==> config.mk <==
export PLATFORM = sky130hd
export DESIGN_NAME = spi_blink_ctrl
export DESIGN_NICKNAME = d
export VERILOG_FILES = /design/src/rtl/spi_blink_ctrl.sv
export SDC_FILE = /design/constraint.sdc
export NUM_CORES = 1
export LEC_CHECK = 0
export ABC_AREA = 1
export BUFFER_PORTS_ARGS = -buffer_cell sky130_fd_sc_hd__buf_2
export CORE_ASPECT_RATIO = 1.75
export CORE_MARGIN = 2
export CORE_UTILIZATION = 25
export DETAILED_ROUTE_END_ITERATION = 8
export HOLD_SLACK_MARGIN = 0.05
export PLACE_DENSITY_LB_ADDON = 0.1
export REMOVE_ABC_BUFFERS = 1
export SYNTH_ARGS = -nofsm -noshare
export SYNTH_HDL_FRONTEND = slang
export SYNTH_SLANG_ARGS = --single-unit
==> constraint.sdc <==
create_clock -name sys_clk -period 2.1 [get_ports sys_clk]
set_input_delay 0.21 -clock sys_clk [delete_from_list [all_inputs] [get_ports sys_clk]]
set_output_delay 0.21 -clock sys_clk [all_outputs]
set_load 0.01 [all_outputs]
==> src/rtl/spi_blink_ctrl.sv <==
// SPI-slave register file (addr, data frames, SPI mode 0) driving an LED blink engine, all in sys_clk.
// Optional register readback on spi_miso is enabled by defining SPI_READBACK_EN.
module spi_blink_ctrl #(
  parameter int unsigned TICK_DIV     = 300000,
  parameter logic [7:0]  DEFAULT_HALF = 8'd50,
  parameter int unsigned SYNC_STAGES  = 2
) (
  input  logic       sys_clk,
  input  logic       sys_rst_n,
  input  logic       spi_sck,
  input  logic       spi_cs_n,
  input  logic       spi_mosi,
  output logic       spi_miso,
  output logic       led,
  output logic       cfg_en,
  output logic       cfg_inv,
  output logic [7:0] cfg_half_period,
  output logic       wr_strobe,
  output logic       frame_err
);

  localparam int unsigned TICK_W    = $clog2(TICK_DIV);
  localparam logic [7:0]  ADDR_CTRL = 8'h01;
  localparam logic [7:0]  ADDR_HALF = 8'h02;

  logic [SYNC_STAGES-1:0] r_sck_sync;
  logic [SYNC_STAGES-1:0] r_cs_sync;
  logic [SYNC_STAGES-1:0] r_mosi_sync;
  logic                   r_sck_prev;
  logic                   r_cs_prev;
  logic                   w_sck;
  logic                   w_cs_n;
  logic                   w_mosi;
  logic                   w_sck_rise;
  logic                   w_cs_rise;

  logic [3:0]        r_bit_cnt;
  logic [7:0]        r_shift;
  logic [7:0]        r_addr;
  logic [7:0]        w_byte;
  logic              w_commit;
  logic              w_ctrl_wr;
  logic              w_half_wr;
  logic              r_frame_err;
  logic              r_wr_strobe;
  logic              r_en;
  logic              r_inv;
  logic [7:0]        r_half;

  logic [TICK_W-1:0] r_tick_cnt;
  logic [7:0]        r_half_cnt;
  logic              r_phase;
  logic              r_led;
  logic              w_run;
  logic              w_tick;

  // Input synchronizers; CS idles high so reset does not look like an active frame
  always_ff @(posedge sys_clk or negedge sys_rst_n) begin
    if (!sys_rst_n) begin
      r_sck_sync  <= '0;
      r_cs_sync   <= '1;
      r_mosi_sync <= '0;
      r_sck_prev  <= 1'b0;
      r_cs_prev   <= 1'b1;
    end else begin
      r_sck_sync  <= {r_sck_sync[SYNC_STAGES-2:0], spi_sck};
      r_cs_sync   <= {r_cs_sync[SYNC_STAGES-2:0], spi_cs_n};
      r_mosi_sync <= {r_mosi_sync[SYNC_STAGES-2:0], spi_mosi};
      r_sck_prev  <= w_sck;
      r_cs_prev   <= w_cs_n;
    end
  end

  assign w_sck      = r_sck_sync[SYNC_STAGES-1];
  assign w_cs_n     = r_cs_sync[SYNC_STAGES-1];
  assign w_mosi     = r_mosi_sync[SYNC_STAGES-1];
  assign w_sck_rise = w_sck & ~r_sck_prev & ~w_cs_n;
  assign w_cs_rise  = w_cs_n & ~r_cs_prev;

  assign w_byte    = {r_shift[6:0], w_mosi};
  assign w_commit  = w_sck_rise && (r_bit_cnt == 4'd15) && !r_addr[7];
  assign w_ctrl_wr = w_commit && (r_addr == ADDR_CTRL);
  assign w_half_wr = w_commit && (r_addr == ADDR_HALF);

  // Frame shifter: 4-bit counter wraps every 16 bits so frames can stream under one CS
  always_ff @(posedge sys_clk or negedge sys_rst_n) begin
    if (!sys_rst_n) begin
      r_bit_cnt   <= 4'd0;
      r_shift     <= 8'd0;
      r_addr      <= 8'd0;
      r_frame_err <= 1'b0;
    end else begin
      r_frame_err <= w_cs_rise && (r_bit_cnt != 4'd0);
      if (w_cs_n) begin
        r_bit_cnt <= 4'd0;
        r_shift   <= 8'd0;
      end else if (w_sck_rise) begin
        r_shift   <= w_byte;
        r_bit_cnt <= r_bit_cnt + 4'd1;
        if (r_bit_cnt == 4'd7) begin
          r_addr <= w_byte;
        end
      end
    end
  end

  // Register file
  always_ff @(posedge sys_clk or negedge sys_rst_n) begin
    if (!sys_rst_n) begin
      r_wr_strobe <= 1'b0;
      r_en        <= 1'b1;
      r_inv       <= 1'b0;
      r_half      <= DEFAULT_HALF;
    end else begin
      r_wr_strobe <= w_ctrl_wr || w_half_wr;
      if (w_ctrl_wr) begin
        r_en  <= w_byte[0];
        r_inv <= w_byte[1];
      end
      if (w_half_wr) begin
        r_half <= w_byte;
      end
    end
  end

  assign w_run  = r_en && (r_half != 8'd0);
  assign w_tick = (r_tick_cnt == TICK_W'(TICK_DIV - 1));

  // Blink engine; a HALF_PERIOD write restarts the half count and overrides a coincident toggle
  always_ff @(posedge sys_clk or negedge sys_rst_n) begin
    if (!sys_rst_n) begin
      r_tick_cnt <= '0;
      r_half_cnt <= 8'd0;
      r_phase    <= 1'b0;
      r_led      <= 1'b0;
    end else begin
      r_led <= r_phase ^ r_inv;
      if (!w_run) begin
        r_tick_cnt <= '0;
        r_half_cnt <= 8'd0;
        r_phase    <= 1'b0;
      end else begin
        r_tick_cnt <= w_tick ? '0 : r_tick_cnt + TICK_W'(1);
        if (w_half_wr) begin
          r_half_cnt <= 8'd0;
        end else if (w_tick) begin
          if (r_half_cnt == r_half - 8'd1) begin
            r_half_cnt <= 8'd0;
            r_phase    <= ~r_phase;
          end else begin
            r_half_cnt <= r_half_cnt + 8'd1;
          end
        end
      end
    end
  end

`ifdef SPI_READBACK_EN
  logic       w_sck_fall;
  logic [7:0] w_rd_val;
  logic [7:0] r_tx;

  assign w_sck_fall = ~w_sck & r_sck_prev & ~w_cs_n;

  always_comb begin
    w_rd_val = 8'h00;
    case (w_byte[6:0])
      7'h01:   w_rd_val = {6'b0, r_inv, r_en};
      7'h02:   w_rd_val = r_half;
      default: w_rd_val = 8'h00;
    endcase
  end

  // Bit7 is presented at the address byte's last rise; falls after the first data rise shift the rest
  always_ff @(posedge sys_clk or negedge sys_rst_n) begin
    if (!sys_rst_n) begin
      r_tx <= 8'h00;
    end else if (w_cs_n) begin
      r_tx <= 8'h00;
    end else if (w_sck_rise && (r_bit_cnt == 4'd7)) begin
      r_tx <= w_byte[7] ? w_rd_val : 8'h00;
    end else if (w_sck_fall && (r_bit_cnt >= 4'd9)) begin
      r_tx <= {r_tx[6:0], 1'b0};
    end
  end

  assign spi_miso = r_tx[7];
`else
  assign spi_miso = 1'b0;
`endif

  assign led             = r_led;
  assign cfg_en          = r_en;
  assign cfg_inv         = r_inv;
  assign cfg_half_period = r_half;
  assign wr_strobe       = r_wr_strobe;
  assign frame_err       = r_frame_err;

endmodule

After elaboration in Yosys (flattened, before gate mapping)
Index checks and enable logic that the tools add are counted.
{"block": "word_totals", "regBits": 68, "out_inout_bits": 14}
{"block": "classes", "addsub": 4, "n_eq_ne": 10, "muxes": 14, "bitwise": 8, "reduce_logical": 13}
{"op": "19-bit two-way mux", "n": 2}
{"op": "8-bit two-way mux", "n": 4}
{"op": "19-bit by 1-bit adder with 19-bit output (second input constant)", "n": 1}
{"op": "19-bit equality test (second input constant)", "n": 1}
{"op": "7-bit two-way mux", "n": 2}
{"op": "8-bit by 1-bit adder with 8-bit output (second input constant)", "n": 1}
{"op": "8-bit by 1-bit equality test with 1-bit output (second input constant)", "n": 1}
{"op": "8-bit by 2-bit equality test with 1-bit output (second input constant)", "n": 1}
{"op": "8-bit equality test", "n": 1}
{"op": "4-bit two-way mux", "n": 2}
{"op": "8-bit nonzero test", "n": 1}
{"op": "8-bit by 1-bit subtractor with 8-bit output (second input constant)", "n": 1}
{"op": "1-bit logical AND", "n": 6}
{"op": "3-bit AND reduction", "n": 2}
{"op": "4-bit by 1-bit adder with 4-bit output (second input constant)", "n": 1}
{"op": "4-bit by 3-bit equality test with 1-bit output (second input constant)", "n": 1}
{"op": "4-bit equality test (second input constant)", "n": 1}
{"op": "1-bit two-way mux", "n": 4}
{"op": "2-bit by 1-bit inequality test with 1-bit output (second input constant)", "n": 2}
{"op": "1-bit inverter", "n": 4}
{"op": "4-bit nonzero test", "n": 1}
{"op": "1-bit AND", "n": 3}
{"op": "3-bit by 2-bit inequality test with 1-bit output (second input constant)", "n": 1}
{"op": "2-bit inequality test (second input constant)", "n": 1}
{"op": "4 further kinds", "n": 4}

Depth between registers and ports, before layout
Gate-level depths: netlist of the first run.
{"block": "depth", "depth_word": 8, "depth_mapped": 14, "depth_no_buf": 14}

Worst setup path after synthesis of the first run
OpenSTA, ideal clock, no wires.
{"block": "synth_timing", "path_type": "register to register", "from": "reg r_half[1] (netlist: cfg_half_period[1])", "to": "reg r_phase", "setup_ps": 117, "arrival_ps": 1545, "setup_slack_ps": 438, "stages_incl_launch_ff": 12, "path_buffers": 0, "synth_period_minus_slack_ps": 1662, "path_cell_list": "dfstp_2 -> inv_1 -> ha_1 -> xnor2_1 -> nor2_1 -> nand3_1 -> nor2_1 -> nand2_1 -> nand2_1 -> nand2_1 -> nand2_1 -> nand2_1"}
{"block": "synth_between", "elab_chain_cells": 4, "elab_cells_between_ends": 9, "cone_classes": "add/sub (1); eq/ne (4); mux (1); reduce/logical (3)"}
{"item": "start: declaration", "line_no": "48", "rtl": "logic [7:0] r_half;"}
{"item": "start signal: assignment", "line_no": "121", "rtl": "r_half <= w_byte;"}
{"item": "8-bit by 1-bit subtractor with 8-bit output / 8-bit nonzero test (equally long branches)", "line_no": "147, 126"}
{"item": "8-bit equality test / 1-bit logical AND (equally long branches)", "line_no": "147, 126"}
{"item": "2-bit by 1-bit inequality test with 1-bit output (no source line) / 2-bit inequality test (equally long branches)"}
{"item": "3-bit AND reduction (no source line)"}
{"item": "end signal: assignment", "line_no": "149", "rtl": "r_phase <= ~r_phase;"}
{"item": "end: declaration", "line_no": "52", "rtl": "logic r_phase;"}
Parallel ways exist; a longest one is shown, timed or not.
A chain may end at the register's enable or synchronous reset.

Worst setup path in the final report of the first run
{"block": "layout_timing", "from": "reg r_half[1] (netlist: cfg_half_period[1])", "to": "reg r_half_cnt[1]"}
{"block": "layout_between", "elab_chain_cells": 6, "elab_cells_between_ends": 9, "cone_classes": "add/sub (1); eq/ne (2); mux (4); reduce/logical (2)"}
{"item": "8-bit by 1-bit subtractor with 8-bit output", "line_no": "147", "rtl": "if (r_half_cnt == r_half - 8'd1) begin"}
{"item": "8-bit equality test", "line_no": "147"}
{"item": "8-bit two-way mux", "line_no": "147"}
{"item": "8-bit two-way mux", "line_no": "146", "rtl": "end else if (w_tick) begin"}
{"item": "8-bit two-way mux", "line_no": "144", "rtl": "if (w_half_wr) begin"}
{"item": "8-bit two-way mux", "line_no": "138", "rtl": "if (!w_run) begin"}
{"item": "end signal: assignment", "line_no": "151", "rtl": "r_half_cnt <= r_half_cnt + 8'd1;"}
{"item": "end: declaration", "line_no": "51", "rtl": "logic [7:0] r_half_cnt;"}
Parallel ways exist; a longest one is shown, timed or not. The select of a mux whose other input is x is not followed.

==> impl_metrics.toml, run 1 <==
[outcome]
outcome = "finished, final reports clean"

[worst_hold_path]
min_delay_path_depth = 0
worst_hold_path_type = "register to register"

[route]
firstDrtPassIters = 5
postRouteAntennaNets = 0
routed_wirelength_mm = 8.63
via_count = 2702
detailedRoute.firstIterationViolations = 135
drt-vias-per-instance = 4.32
remaining_drc_errors = 0
avgRoutedWirePerCell_um = 13.8

[clock_tree]
path_clk_slew_ps = 60
worst_skew_pair.late_latency_ps = 330
htree_num_levels = 3
post-cts-setup-buffer-count = 0
cts_inserted_buffers = 9
numClockSinks = 68
clk_path_buf_depth = 2
tritoncts = "done"
root_buffer = "sky130_fd_sc_hd__clkbuf_16"

[timing]
timing.slew.headroom_pct = 56.9
finalSetupTns_ps = 0
max_slew.worst_pin.slew_ps = 641
timing_hold_violations_final = 0
rsz_0062_raised_after_global_routing = "no"
max_clock_freq_mhz = 531
report.final.setup_viol = 0
fin_worst_skew_ps = 7.56
drv_slew = 0
min_period_over_period_pct = 89.6
final.min_clock_period_ps = 1880
fin_hold_ws_ps = 352

[logic_synthesis]
mappedNetlistArea_um2 = 3470
synth_largest_area_cell = "sky130_fd_sc_hd__dfrtp_1"
synth_cell_type_count = 38
dominant_cells_by_area_after_synthesis = "sky130_fd_sc_hd__dfrtp_1 (44%), sky130_fd_sc_hd__nand2_1 (9.3%), sky130_fd_sc_hd__inv_1 (6.1%)"
synth-warning-count = 0
register_area_share_after_synthesis_pct = 49.3
post_synthesis_cells = 414
synth_top_area_share_pct = 44.0
synth.ff_latch_count = 68
synthesis.area_per_instance_um2 = 8.38

[power_and_ir_drop]
power_leakage_uw = 0.00182
powerDensity_nw_per_um2 = 741
p_int_uw = 2420
p_sw_share_pct = 21.2
vdd_ir_drop_max_mv = 0.655
sw_pwr_uw = 652
p_clk_share_pct = 54.5
seq_power_share_pct = 43.3
share_comb_of_total_power_pct = 2.3

[critical_path]
cpMaxStageDelayCell = "sky130_fd_sc_hd__dfstp_2"
worstPathBufferInverterCount = 1
cpMostUsedCell = "sky130_fd_sc_hd__nor2_1"
timing.setup.critical_path_class = "register to register"
crit_family = "simple AND/OR/NAND/NOR gates"
critical_path.endpoint_type = "register"
worst-endpoint-arrival_ps = 2080
timing.critical_path.cells = "inv_1, ha_1, xnor2_1, nor2_1, nand3_1, nor2_1, nand2_1, nand3_2, o21ai_0"
regToRegSetupSlack_ps = 220
worstPathMaxFanout = 6
worst-path-stages = 9
worst_setup_path_start_kind = "register"
r2r_cells = 9
worst_path_largest_cell_delay_ps = 540
worst_ep_required_time_ps = 2300

[finish]
count_of_inserted_antenna_diode_cells = 0
drive_gt1_share_pct = 15.8
flow.area_growth_from_synthesis_pct = 19.6
finish.net_count = 455

[place]
port_buffers = 17
dp_hpwl_mm = 6.55
gpl.final_weighted_congestion = 0.812

[global_route]
grt_overflow = 0
first_global_vias = 2852
number_of_antenna_violations_at_the_first_check_in_global_routing = 0
grt_max_degree = 34
total_routing_usage_gr_pct = 12.6
grt_pass1_wl_mm = 14.5

[floorplanning]
dieArea_um2 = 14900
total_core_area_um2 = 13700
start_util_pct = 25.3
top_level_ports = 19
placementRows = 57
die-width_um = 93.0
die_height_um = 160

[flow_run]
drv_cap = 0
metrics by stage:
stage	power, µW	util, %	instances	setup slack, ps	area (µm²)
after floorplan	1370	-	409	438	3440
after global placement	1420	27.6	606	209	3780
after detailed placement	1420	27.6	606	213	3780
after CTS	3120	30.3	626	186	4150
after global routing	3190	30.3	626	82.1	4150
final	3070	30.3	626	218	4150
power groups by stage:
| stage | Sequential, µW | Clock, µW | Combinational, µW |
|---|---|---|---|
| CTS | 1330 | 1710 | 72.9 |
| global placement | 1350 | 0 | 67.3 |
| floorplan | 1350 | 0 | 18.3 |
| finish | 1330 | 1670 | 69.4 |
| detailed placement | 1350 | 0 | 67.2 |
| global route | 1330 | 1770 | 81.3 |
cell usage in the layout, fill, tap and decap left out, drive strengths merged, types with 3 or more instances in the layout:
cell type / count
clkbuf: 11
nor2: 54
buf: 20
xnor2: 6
a21oi: 12
nor3: 10
ha: 6
dfstp: 7
nand2: 94
nor4: 3
dfrtp: 61
nand4: 8
inv: 59
o22ai: 7
o21ai: 35
dlygate4sd3: 4
xor2: 8
nand3: 30
per-layer routing:
layer / track usage [%] / routed length [µm] / share of wire (%) / up-vias
met2: 23.4 / 4770 / 55 / 42
met4: 5.75 / 247 / 2.9 / 0
li1: - / - / - / 1387
met3: 2.08 / 162 / 1.9 / 17
met5: 0 / 0 / 0 / -
met1: 13.7 / 3450 / 40 / 1256
final cells by class:
type / count / area (µm²)
Sequential cell: 68 / 1710
Clock inverter: 5 / 85.1
Clock buffer: 11 / 243
Multi-Input combinational cell: 282 / 1500
Tap cell: 177 / 221
Inverter: 59 / 224
Fill cell: 1519 / 9550
Timing Repair Buffer: 24 / 160
worst register-to-register path, delay by kind of cell (launching register included):
kind | cells | cell delay, ps
xor+xnor | 1 | 140
flops | 1 | 540
simple gates | 5 | 610
buf+inv | 1 | 60
compound gates | 1 | 100
fa+ha+maj | 1 | 310
what timing repair did:
action                                 CTS  global route
resized for setup                        0             0
endpoints found under the hold margin   20             0
hold buffers                             4             0
state kept, by name, summed over array words and instances (netlist names), 2 cells and up:
register         count
r_half_cnt           8
r_sck_sync           2
r_addr               8
r_bit_cnt            4
r_cs_sync            2
r_shift              7
cfg_half_period      8
r_tick_cnt          19
r_mosi_sync          2
path summary, 6_finish.rpt:
| path | from | end |
|---|---|---|
| min in group asynchronous | sys_rst_n | r_shift[2] |
| hold / removal | r_sck_sync[0] | r_sck_sync[1] |
| setup / recovery | cfg_half_period[1] | r_half_cnt[1] |
| max in group asynchronous | sys_rst_n | cfg_half_period[4] |
| hold reg to reg | r_sck_sync[0] | r_sck_sync[1] |
| setup reg to reg | cfg_half_period[1] | r_half_cnt[1] |
cells in the mapped netlist, drive strengths merged:
cell	n
a21oi	12
a311oi	1
buf	3
clkbuf	2
conb	1
dfrtp	61
dfstp	7
ha	6
inv	59
nand2	94
nand3	30
nand3b	1
nand4	8
nor2	54
nor3	10
nor3b	2
nor4	3
o21a	1
o21ai	35
o22ai	7
o32ai	1
or2	2
xnor2	6
xor2	8
cell families (layout without fill, tap and decap cells):
family,after synthesis,after routing,synth area share (%)
compound gates,57,57,8.77
xor+xnor,14,14,3.54
fa+ha+maj,6,6,2.16
buf+inv,64,99,7.36
flops,68,68,49.3
other cells,1,1,0.108
simple gates,204,204,28.8
No activity file was read; power rests on OpenSTA's default activity.
==> run 2: changes to the inputs <==
- ABC_AREA: 1 -> not set
- RECOVER_POWER: not set -> 100
==> run 2 against run 1 <==
The run now ends with capacitance limit, slew limit, setup timing left; area after synthesis is 8.1% lower; sequential power hardly changed; hold slack worse by 5.9 ps; clock power is 5% higher; critical path depth is 1 lower; worst setup slack worse by 480 ps; largest power group unchanged; wire length is 8.8% lower; critical endpoint is now r_half_cnt[3].
==> impl_metrics.toml, run 2 <==
[route]
firstDrtPassIters = 4
detailedRoute.firstIterationViolations = 61
remaining_drc_errors = 0
drt-vias-per-instance = 4.37
via_count = 2372
postRouteAntennaNets = 0
avgRoutedWirePerCell_um = 14.5
routed_wirelength_mm = 7.87

[clock_tree]
numClockSinks = 68
root_buffer = "sky130_fd_sc_hd__clkbuf_16"
cts_inserted_buffers = 9
worst_skew_pair.late_latency_ps = 340
clk_path_buf_depth = 2
tritoncts = "done"
path_clk_slew_ps = 60
htree_num_levels = 3

[finish]
count_of_inserted_antenna_diode_cells = 0
most_common_library_cell_in_the_layout_ignoring_fill_and_taps = "sky130_fd_sc_hd__dfrtp_1"
max_flop_register = "r_tick_cnt"
finish.net_count = 381
final_cell_mix = "sky130_fd_sc_hd__dfrtp_1 (61), sky130_fd_sc_hd__buf_4 (41), sky130_fd_sc_hd__nor2_1 (31), sky130_fd_sc_hd__nand2_1 (30), sky130_fd_sc_hd__xor2_1 (22)"
flow.area_growth_from_synthesis_pct = 33.3
layoutNonFillerInstCount = 543
largest_register_ffs = 19
drive_gt1_share_pct = 28.8

[logic_synthesis]
synth_ff_type = "sky130_fd_sc_hd__dfrtp_1"
synthTopCellsByCount = "sky130_fd_sc_hd__dfrtp_1 (61), sky130_fd_sc_hd__nor2_1 (32), sky130_fd_sc_hd__nand2_1 (30)"
synth_cell_type_count = 46
synthesis.area_per_instance_um2 = 10.8
mappedNetlistArea_um2 = 3190
synth_top_area_share_pct = 47.9
register_area_share_after_synthesis_pct = 53.7
synth_largest_area_cell = "sky130_fd_sc_hd__dfrtp_1"
dominant_cells_by_area_after_synthesis = "sky130_fd_sc_hd__dfrtp_1 (48%), sky130_fd_sc_hd__xor2_1 (6.3%), sky130_fd_sc_hd__dfstp_2 (5.8%)"
synthArstFlopShare_pct = 100
synth-edff-count = 0
dominant_cell_by_count_in_the_synthesized_netlist = "sky130_fd_sc_hd__dfrtp_1"
synth-warning-count = 0
post_synthesis_cells = 295
synth.ff_latch_count = 68

[outcome]
outcome = "complete, but fails checks"
failed_checks = "capacitance limit, slew limit, setup timing"

[timing]
max_clock_freq_mhz = 424
drv_slew = 69
rsz_0062_raised_after_global_routing = "yes"
fin_worst_skew_ps = 8.58
max_slew.worst_pin.slew_ps = 1760
fin_hold_ws_ps = 346
worst_setup_slack_after_layout_ps = -260
report.final.setup_viol = 15
timing_hold_violations_final = 0
timing.slew.headroom_pct = -17.6
final.min_clock_period_ps = 2360
min_period_over_period_pct = 112

[critical_path]
regToRegSetupSlack_ps = -260
worst_ep_required_time_ps = 2320
timing.rr.start = "cfg_half_period[1]"
timing.setup.critical_path_class = "register to register"
worstReg2RegEnd = "r_half_cnt[3]"
critical_path.endpoint_type = "register"
worst_setup_path_start_kind = "register"
worst-endpoint-arrival_ps = 2580
r2r_cells = 8
worstPathMaxFanout = 7

[global_route]
groute.layer.met3.usage_pct = 2.75
global_route.usage.met1_pct = 13.7
number_of_antenna_violations_at_the_first_check_in_global_routing = 0
grt_max_degree = 69
grt.busiest_layer = "met2"
total_routing_usage_gr_pct = 12.8
grtUsageMet2_pct = 22.4
grt_overflow = 0
first_global_vias = 2500
grt_pass1_wl_mm = 12.9

[worst_hold_path]
worst_hold_path_type = "register to register"
hp-start = "r_mosi_sync[0]"
min_delay_worst_endpoint = "r_mosi_sync[1]"
min_delay_path_depth = 0

[flow_run]
drv_cap = 1

[power_and_ir_drop]
power_leakage_uw = 0.00190
vdd_ir_drop_max_mv = 0.568
powerDensity_nw_per_um2 = 742
p_total_uw = 3150

[floorplanning]
die_height_um = 153
placementRows = 54
top_level_ports = 19
die-width_um = 89.3
total_core_area_um2 = 12400
dieArea_um2 = 13700
start_util_pct = 25.6

[place]
port_buffers = 17
place_inst = 519
dp_worst_setup_slack_ps = -339
gpl.final_weighted_congestion = 0.789
dp_hpwl_mm = 5.69
## run 2: cell count changes after synthesis, moves of 5 or more
cell                       change
sky130_fd_sc_hd__o21ai_0      -28
sky130_fd_sc_hd__nor2_1       -14
sky130_fd_sc_hd__nand2b_1      +5
sky130_fd_sc_hd__nor2_4        -5
sky130_fd_sc_hd__mux2_2       +15
sky130_fd_sc_hd__o22ai_1       -7
sky130_fd_sc_hd__xnor2_1       +5
sky130_fd_sc_hd__inv_1        -47
sky130_fd_sc_hd__xor2_1       +15
sky130_fd_sc_hd__nand2_1      -56
sky130_fd_sc_hd__nand2_2       -6
sky130_fd_sc_hd__nand3_1      -11
sky130_fd_sc_hd__and3_1        +7
## run 2: layout make-up
class	instances	area, µm²
Fill cell	1318	8180
Sequential cell	68	1710
Multi-Input combinational cell	211	1470
Timing Repair Buffer	71	480
Clock buffer	10	229
Tap cell	168	210
Clock inverter	6	113
Inverter	9	33.8
## run 2: cell families after synthesis
group	share of synthesized area, %
and+or+nand+nor	19.2
DFF	53.7
xor gates and xnor gates	9.34
AOI/OAI and AO/OA	6.40
muxes	6.24
buffers and inverters	2.28
adders and majority gates	2.71
other	0.118
## run 2: repair_timing
item,CTS,global route
hold buffers,4,0
resized for setup,6,17
pin swaps,1,2
hold endpoints to repair,64,0
buffers inserted,1,3
endpoints found under the setup margin,15,14
## run 2: report_power, final
part	total, µW	internal (µW)	switching (µW)
logic	59.7	15.5	44.2
clock network	1760	1160	598
registers	1330	1320	8.62
total	3150	2500	651
## run 2: critical path, stage by stage, from the launching register on
cell	delay, ps
sky130_fd_sc_hd__dfstp_2	530
sky130_fd_sc_hd__inv_2	50
sky130_fd_sc_hd__ha_4	160
sky130_fd_sc_hd__maj3_2	300
sky130_fd_sc_hd__a2bb2oi_1	130
sky130_fd_sc_hd__or4_4	540
sky130_fd_sc_hd__buf_4	180
sky130_fd_sc_hd__a31o_1	170
sky130_fd_sc_hd__a22o_1	180
## run 2: how the worst max path moves through the flow
stage | startpoint | to | slack, ps
global route | cfg_half_period[1] | r_phase | -320
floorplan | cfg_half_period[1] | r_phase | -340
global placement | cfg_half_period[1] | r_half_cnt[3] | -310
detailed placement | cfg_half_period[1] | r_phase | -340
CTS | cfg_half_period[1] | r_half_cnt[3] | -250
finish | cfg_half_period[1] | r_half_cnt[3] | -260
## run 2: metal layers
metal / share of wire, % / routed length, µm
met5: 0 / 0
met4: 2.6 / 204
met3: 2.0 / 161
met2: 57 / 4470
met1: 39 / 3040
## run 2: metrics by stage
step	area, µm²	utilization (%)	setup TNS, ps
after CTS	4230	34.0	-1350
final	4250	34.2	-1670
after global routing	4250	34.2	-21860
after global placement	3810	30.7	-2330
after detailed placement	3810	30.7	-2380
after floorplan	3150	-	-1570
